File: src/rtl/pll_phase_ctrl.sv
// rtl/pll_phase_ctrl.sv - ECP5 EHXPLLL reset/lock sequencer and phase stepper; PLL_PHASE_SETTLE_EN adds a post-step settle state
module pll_phase_ctrl #(
   parameter int STEPS_W      = 8,
   parameter int STEP_SETUP   = 2,
   parameter int STEP_PULSE   = 2,
   parameter int STEP_GAP     = 4,
   parameter int RST_CYCLES   = 16,
   parameter int LOCK_TIMEOUT = 65535
) (
   input  logic               i_clk,
   input  logic               i_rst_n,
   input  logic               i_req_valid,
   output logic               o_req_ready,
   input  logic [1:0]         i_req_sel,
   input  logic               i_req_dir,
   input  logic [STEPS_W-1:0] i_req_steps,
   output logic               o_done,
   output logic               o_abort,
   output logic               o_busy,
   output logic               o_locked,
   output logic               o_lock_err,
   input  logic               i_pll_lock,
   output logic               o_pll_rst,
   output logic [1:0]         o_phasesel,
   output logic               o_phasedir,
   output logic               o_phasestep
);

   localparam int MAX_RL  = (RST_CYCLES > LOCK_TIMEOUT) ? RST_CYCLES : LOCK_TIMEOUT;
   localparam int MAX_SP  = (STEP_SETUP > STEP_PULSE) ? STEP_SETUP : STEP_PULSE;
   localparam int MAX_SG  = (MAX_SP > STEP_GAP) ? MAX_SP : STEP_GAP;
   localparam int MAX_T   = (MAX_RL > MAX_SG) ? MAX_RL : MAX_SG;
   localparam int MAX_ALL = (MAX_T > 64) ? MAX_T : 64;
   localparam int CNT_W   = $clog2(MAX_ALL + 1);

   localparam logic [CNT_W-1:0] C_RST   = CNT_W'(RST_CYCLES - 1);
   localparam logic [CNT_W-1:0] C_LOCK  = CNT_W'(LOCK_TIMEOUT - 1);
   localparam logic [CNT_W-1:0] C_SETUP = CNT_W'(STEP_SETUP - 1);
   localparam logic [CNT_W-1:0] C_PULSE = CNT_W'(STEP_PULSE - 1);
   localparam logic [CNT_W-1:0] C_GAP   = CNT_W'(STEP_GAP - 1);

   typedef enum logic [3:0] {
      S_RESET, S_WAIT_LOCK, S_IDLE, S_SETUP, S_PULSE, S_GAP, S_SETTLE, S_DONE, S_ABORT
   } state_t;

   state_t             r_state;
   state_t             w_next;
   logic               r_lock_meta;
   logic               r_lock_s;
   logic [CNT_W-1:0]   r_cnt;
   logic [STEPS_W-1:0] r_rem;
   logic               w_accept;
   logic               w_err_set;
   logic               w_rem_dec;

`ifdef PLL_PHASE_SETTLE_EN
   localparam logic [CNT_W-1:0] C_SETTLE = CNT_W'(15);
   logic [6:0] r_low;
`endif

   always_ff @(posedge i_clk or negedge i_rst_n) begin
      if (!i_rst_n) begin
         r_lock_meta <= 1'b0;
         r_lock_s    <= 1'b0;
      end else begin
         r_lock_meta <= i_pll_lock;
         r_lock_s    <= r_lock_meta;
      end
   end

   // Every timed state starts counting from zero on entry.
   always_ff @(posedge i_clk or negedge i_rst_n) begin
      if (!i_rst_n) begin
         r_state <= S_RESET;
         r_cnt   <= '0;
      end else begin
         r_state <= w_next;
         if (w_next != r_state)
            r_cnt <= '0;
`ifdef PLL_PHASE_SETTLE_EN
         else if (r_state == S_SETTLE && !r_lock_s)
            r_cnt <= '0;
`endif
         else
            r_cnt <= r_cnt + CNT_W'(1);
      end
   end

   always_ff @(posedge i_clk or negedge i_rst_n) begin
      if (!i_rst_n) begin
         r_rem      <= '0;
         o_phasesel <= 2'b00;
         o_phasedir <= 1'b0;
         o_lock_err <= 1'b0;
      end else begin
         if (w_accept) begin
            r_rem      <= i_req_steps;
            o_phasesel <= i_req_sel;
            o_phasedir <= i_req_dir;
         end else if (w_rem_dec) begin
            r_rem <= r_rem - STEPS_W'(1);
         end
         if (w_err_set)
            o_lock_err <= 1'b1;
      end
   end

`ifdef PLL_PHASE_SETTLE_EN
   always_ff @(posedge i_clk or negedge i_rst_n) begin
      if (!i_rst_n)
         r_low <= '0;
      else if (r_state == S_SETTLE && !r_lock_s)
         r_low <= r_low + 7'd1;
      else
         r_low <= '0;
   end
`endif

   always_comb begin
      w_next      = r_state;
      w_accept    = 1'b0;
      w_err_set   = 1'b0;
      w_rem_dec   = 1'b0;
      o_pll_rst   = 1'b0;
      o_req_ready = 1'b0;
      o_done      = 1'b0;
      o_abort     = 1'b0;
      o_busy      = 1'b0;
      o_locked    = 1'b0;
      o_phasestep = 1'b0;
      case (r_state)
         S_RESET: begin
            o_pll_rst = 1'b1;
            if (r_cnt == C_RST)
               w_next = S_WAIT_LOCK;
         end
         S_WAIT_LOCK: begin
            if (r_lock_s) begin
               w_next = S_IDLE;
            end else if (r_cnt == C_LOCK) begin
               w_err_set = 1'b1;
               w_next    = S_RESET;
            end
         end
         S_IDLE: begin
            o_locked    = r_lock_s;
            o_req_ready = r_lock_s;
            if (!r_lock_s) begin
               w_next = S_RESET;
            end else if (i_req_valid) begin
               w_accept = 1'b1;
               w_next   = (i_req_steps == '0) ? S_DONE : S_SETUP;
            end
         end
         S_SETUP: begin
            o_busy   = 1'b1;
            o_locked = r_lock_s;
            if (!r_lock_s)
               w_next = S_ABORT;
            else if (r_cnt == C_SETUP)
               w_next = S_PULSE;
         end
         S_PULSE: begin
            o_busy      = 1'b1;
            o_locked    = r_lock_s;
            // Gated by the synchronized lock so a pulse never extends past lock loss.
            o_phasestep = r_lock_s;
            if (!r_lock_s)
               w_next = S_ABORT;
            else if (r_cnt == C_PULSE)
               w_next = S_GAP;
         end
         S_GAP: begin
            o_busy   = 1'b1;
            o_locked = r_lock_s;
            if (!r_lock_s) begin
               w_next = S_ABORT;
            end else if (r_cnt == C_GAP) begin
               w_rem_dec = 1'b1;
`ifdef PLL_PHASE_SETTLE_EN
               w_next = (r_rem == STEPS_W'(1)) ? S_SETTLE : S_PULSE;
`else
               w_next = (r_rem == STEPS_W'(1)) ? S_DONE : S_PULSE;
`endif
            end
         end
`ifdef PLL_PHASE_SETTLE_EN
         S_SETTLE: begin
            o_busy   = 1'b1;
            o_locked = r_lock_s;
            if (!r_lock_s && r_low == 7'd63)
               w_next = S_ABORT;
            else if (r_lock_s && r_cnt == C_SETTLE)
               w_next = S_DONE;
         end
`endif
         S_DONE: begin
            o_busy   = 1'b1;
            o_locked = r_lock_s;
            o_done   = 1'b1;
            w_next   = r_lock_s ? S_IDLE : S_RESET;
         end
         S_ABORT: begin
            o_busy  = 1'b1;
            o_done  = 1'b1;
            o_abort = 1'b1;
            w_next  = S_RESET;
         end
         default: w_next = S_RESET;
      endcase
   end

endmodule

File: config.mk
export PLATFORM = sky130hd
export DESIGN_NAME = pll_phase_ctrl
export DESIGN_NICKNAME = d
export VERILOG_FILES = /design/src/rtl/pll_phase_ctrl.sv
export SDC_FILE = /design/constraint.sdc
export NUM_CORES = 1
export LEC_CHECK = 0
export CAP_MARGIN = 20
export CORE_ASPECT_RATIO = 2
export CORE_MARGIN = 4
export CORE_UTILIZATION = 35
export CTS_BUF_LIST = sky130_fd_sc_hd__clkbuf_4 sky130_fd_sc_hd__clkbuf_8
export DETAILED_ROUTE_END_ITERATION = 6
export SYNTH_ARGS = -nofsm -noshare
export SYNTH_HDL_FRONTEND = slang
export SYNTH_SLANG_ARGS = --single-unit
File: constraint.sdc
create_clock -name i_clk -period 3.9 [get_ports i_clk]
set_input_delay 0.78 -clock i_clk [delete_from_list [all_inputs] [get_ports i_clk]]
set_output_delay 0.78 -clock i_clk [all_outputs]
set_load 0.05 [all_outputs]
==> flow_summary.toml <==
[global_routing]
grt_pass1_vias = 1867
met3_usage_pct = 3.04
grt_overflow = 0
grt_first_pass_wirelength_um = 8930
grt_max_degree = 35
antenna_found_initial = 0
top_usage_layer = "met2"
track_usage_pct = 14.8
use_met2_pct = 28.6
grt_use_met1_pct = 14.8

[place]
numPlacedInstances = 308
portBuffers = 25
hpwl_um = 3740
gp_congestion = 0.816
dpl_cell_area_um2 = 2420

[logic_synthesis]
netlist_area_um2 = 2130
ys_seq_area_share_pct = 39.9
synth_cells = 226
synth-seq-cells = 34
synth_edf_count = 0
synth_nets = 246
synth-async-reset-ratio_pct = 100
synth_flop_cell = "dfrtp_1"
avgSynthCellArea_um2 = 9.44
yosysWarnings = 0
synth_cell_type_count = 48

[critical_path]
slowest_stage = "clkdlybuf4s50_1"
crit_type = "reg2out"
critPathBufInv = 1
cp_cell_sequence = "nor2b_1, a21oi_1, o21ai_0, clkdlybuf4s50_1"
worstSetupStartpointType = "register"
critPathCaptureType = "output port"
crit_arrival_ns = 2.31
critical_path.top_delay_family = "buffers and inverters"
worstPathMaxFanout = 16
required_ns = 3.12
slowest_delay_ns = 0.82

[final_layout]
final_cell_area_um2 = 2510
area_growth_syn_to_layout_pct = 17.8
drive_gt1_share_pct = 14.2
nets = 272
num_antenna_cells = 0
final_cells = 316
fill_cells = 584

[die]
rows = 40
die-width_um = 63.2
start_util_pct = 35.8
io_pins = 26
coreArea_um2 = 5960
die_area_um2 = 7490
fp.dieH_um = 118

[drt]
drt-wirelength-per-cell_um = 16.1
drtPass1Iterations = 4
vias = 1774
drc = 0
routed_wl_um = 5080
ant_nets = 0
vias_per_cell = 5.61
drt_iter0_markers = 67

[timing]
skew_ns = 0.00582
max_freq_mhz = 324
max_slew_margin_pct = 56.4
slew_viol_final = 0
worstMarginPinSlew_ns = 0.651
fin_crit_ns = 3.09
setup_tns_ns = 0
hold_viol_final = 0
fin_crit_sh_pct = 79.1
setup_viol = 0
grt_setup_unrepaired = "no"

[cts]
clock_path_buffers = 2
h-tree-depth = 2
path_clk_slew_ns = 0.07
ctsHoldBuffers = 0
ctsResizeCount = 0
clk_latency_ns = 0.29
cts_sinks = 34
cts_root_buf = "clkbuf_8"
postCtsSetupRepairBufs = 0
cts_made_buffers = 5
cts_tree = "yes"

[status]
status = "finished clean"

[pwr]
p_leak_uw = 0.00103
worst_ir_drop_vdd_v = 0.000208
power_density_nw_per_um2 = 595

[worst_hold_path]
hold_class = "reg2reg"

[job]
drv_cap = 0
report_power, final:
group / internal, µW / switching (µW)
Sequential: 445 / 138
Clock: 150 / 137
Combinational: 249 / 376
Total: 843 / 651
cells in the final DEF, fill, tap and decap left out, types with 2 or more instances in the layout:
master           instances
inv_1                    9
nand3_1                 10
nor4_1                   2
nor3_1                   6
xnor2_1                 10
o21ai_0                  8
dfrtp_1                 34
o211ai_1                 7
ha_1                     5
and3_2                   3
nor2b_1                  2
nand4_1                  7
o211a_2                  2
o21a_1                   2
nor2_1                  18
a21oi_1                  8
nor3_2                  10
nor4_2                   2
clkbuf_8                 6
and4_1                   4
xor2_1                   5
nor4b_1                  2
clkdlybuf4s50_1         25
buf_4                    2
and3_1                   6
nand2_1                 29
o21bai_1                 2
nor3b_1                  3
a31o_2                   2
o21ai_1                  2
nor4_4                   2
a31oi_1                  2
o311ai_0                 2
final timing paths:
kind / startpoint / to / slack (ns) / cells past startpoint
max in group asynchronous: i_rst_n / r_rem[0] / 2.67 / 2
min in group asynchronous: i_rst_n / r_state[3] / 0.91 / 2
hold reg to reg: r_lock_meta / r_lock_s / 0.36 / 0
setup / recovery: r_state[1] / o_busy / 0.81 / 4
hold / removal: r_lock_meta / r_lock_s / 0.36 / 0
setup reg to reg: r_cnt[8] / r_cnt[3] / 1.34 / 6
flip-flops by register name, indices dropped and copies added (netlist names):
signal       count
r_lock_s         1
r_cnt           16
o_lock_err       1
o_phasesel       2
o_phasedir       1
r_state          4
r_rem            8
r_lock_meta      1
logic make-up (layout without fill, tap and decap cells):
family | Yosys count | count (layout) | share of synthesized area [%]
AOI/OAI and AO/OA | 42 | 42 | 13.7
xor gates and xnor gates | 15 | 15 | 6.15
adders and majority gates | 5 | 5 | 2.93
buffers and inverters | 17 | 44 | 4.40
DFF | 34 | 34 | 39.9
and+or+nand+nor | 113 | 113 | 32.9
per-stage QoR:
| step | total power (µW) | utilization [%] | hold slack (ns) | setup slack, ns |
|---|---|---|---|---|
| after floorplan | 1070 | - | 0.331 | 0.771 |
| after global placement | 1220 | 40.6 | 0.333 | 1.12 |
| after detailed placement | 1220 | 40.6 | 0.343 | 1.10 |
| after CTS | 1510 | 42.2 | 0.359 | 0.770 |
| after global routing | 1610 | 42.2 | 0.369 | 0.581 |
| final | 1490 | 42.2 | 0.356 | 0.814 |
Yosys cell counts (3+ instances only):
| library cell | instances | share of area, % |
|---|---|---|
| o21ai_0 | 8 | 1.9 |
| xnor2_1 | 10 | 4.1 |
| and3_2 | 3 | 1.1 |
| a21oi_1 | 8 | 1.9 |
| and4_1 | 4 | 1.6 |
| and3_1 | 6 | 1.8 |
| nand3_1 | 10 | 2.3 |
| nor2_1 | 18 | 3.2 |
| ha_1 | 5 | 2.9 |
| inv_1 | 9 | 1.6 |
| nand2_1 | 29 | 5.1 |
| nor3b_1 | 3 | 1.1 |
| nor3_1 | 6 | 1.4 |
| o211ai_1 | 7 | 2.5 |
| dfrtp_1 | 34 | 40 |
| nor3_2 | 10 | 4.7 |
| nand4_1 | 7 | 2.1 |
| xor2_1 | 5 | 2.1 |
worst register-to-register path, stage by stage, from the launching register on:
cell and delay [ns]:
dfrtp_1 0.43, nor4_2 0.50, nand4_1 0.28, a21o_1 0.24, o211a_2 0.27, o211ai_4 0.54, nor3_1 0.14
final cells by class:
cell class / count / area, µm² / area share (%)
well taps: 63 / 78.8 / 3.14
inverters: 9 / 33.8 / 1.34
multi-input cells: 175 / 1190 / 47.3
repair buffers: 27 / 265 / 10.6
clock inverters: 1 / 5.00 / 0.199
flip-flops and latches: 34 / 851 / 33.8
clock buffers: 7 / 90.1 / 3.58
per-layer routing:
metal / up-vias / wire length [µm]
met1: 862 / 1930
met3: 9 / 173
met2: 32 / 2870
met5: - / 0
li1: 871 / -
met4: 0 / 110
Power figures use the tool's default switching activity.
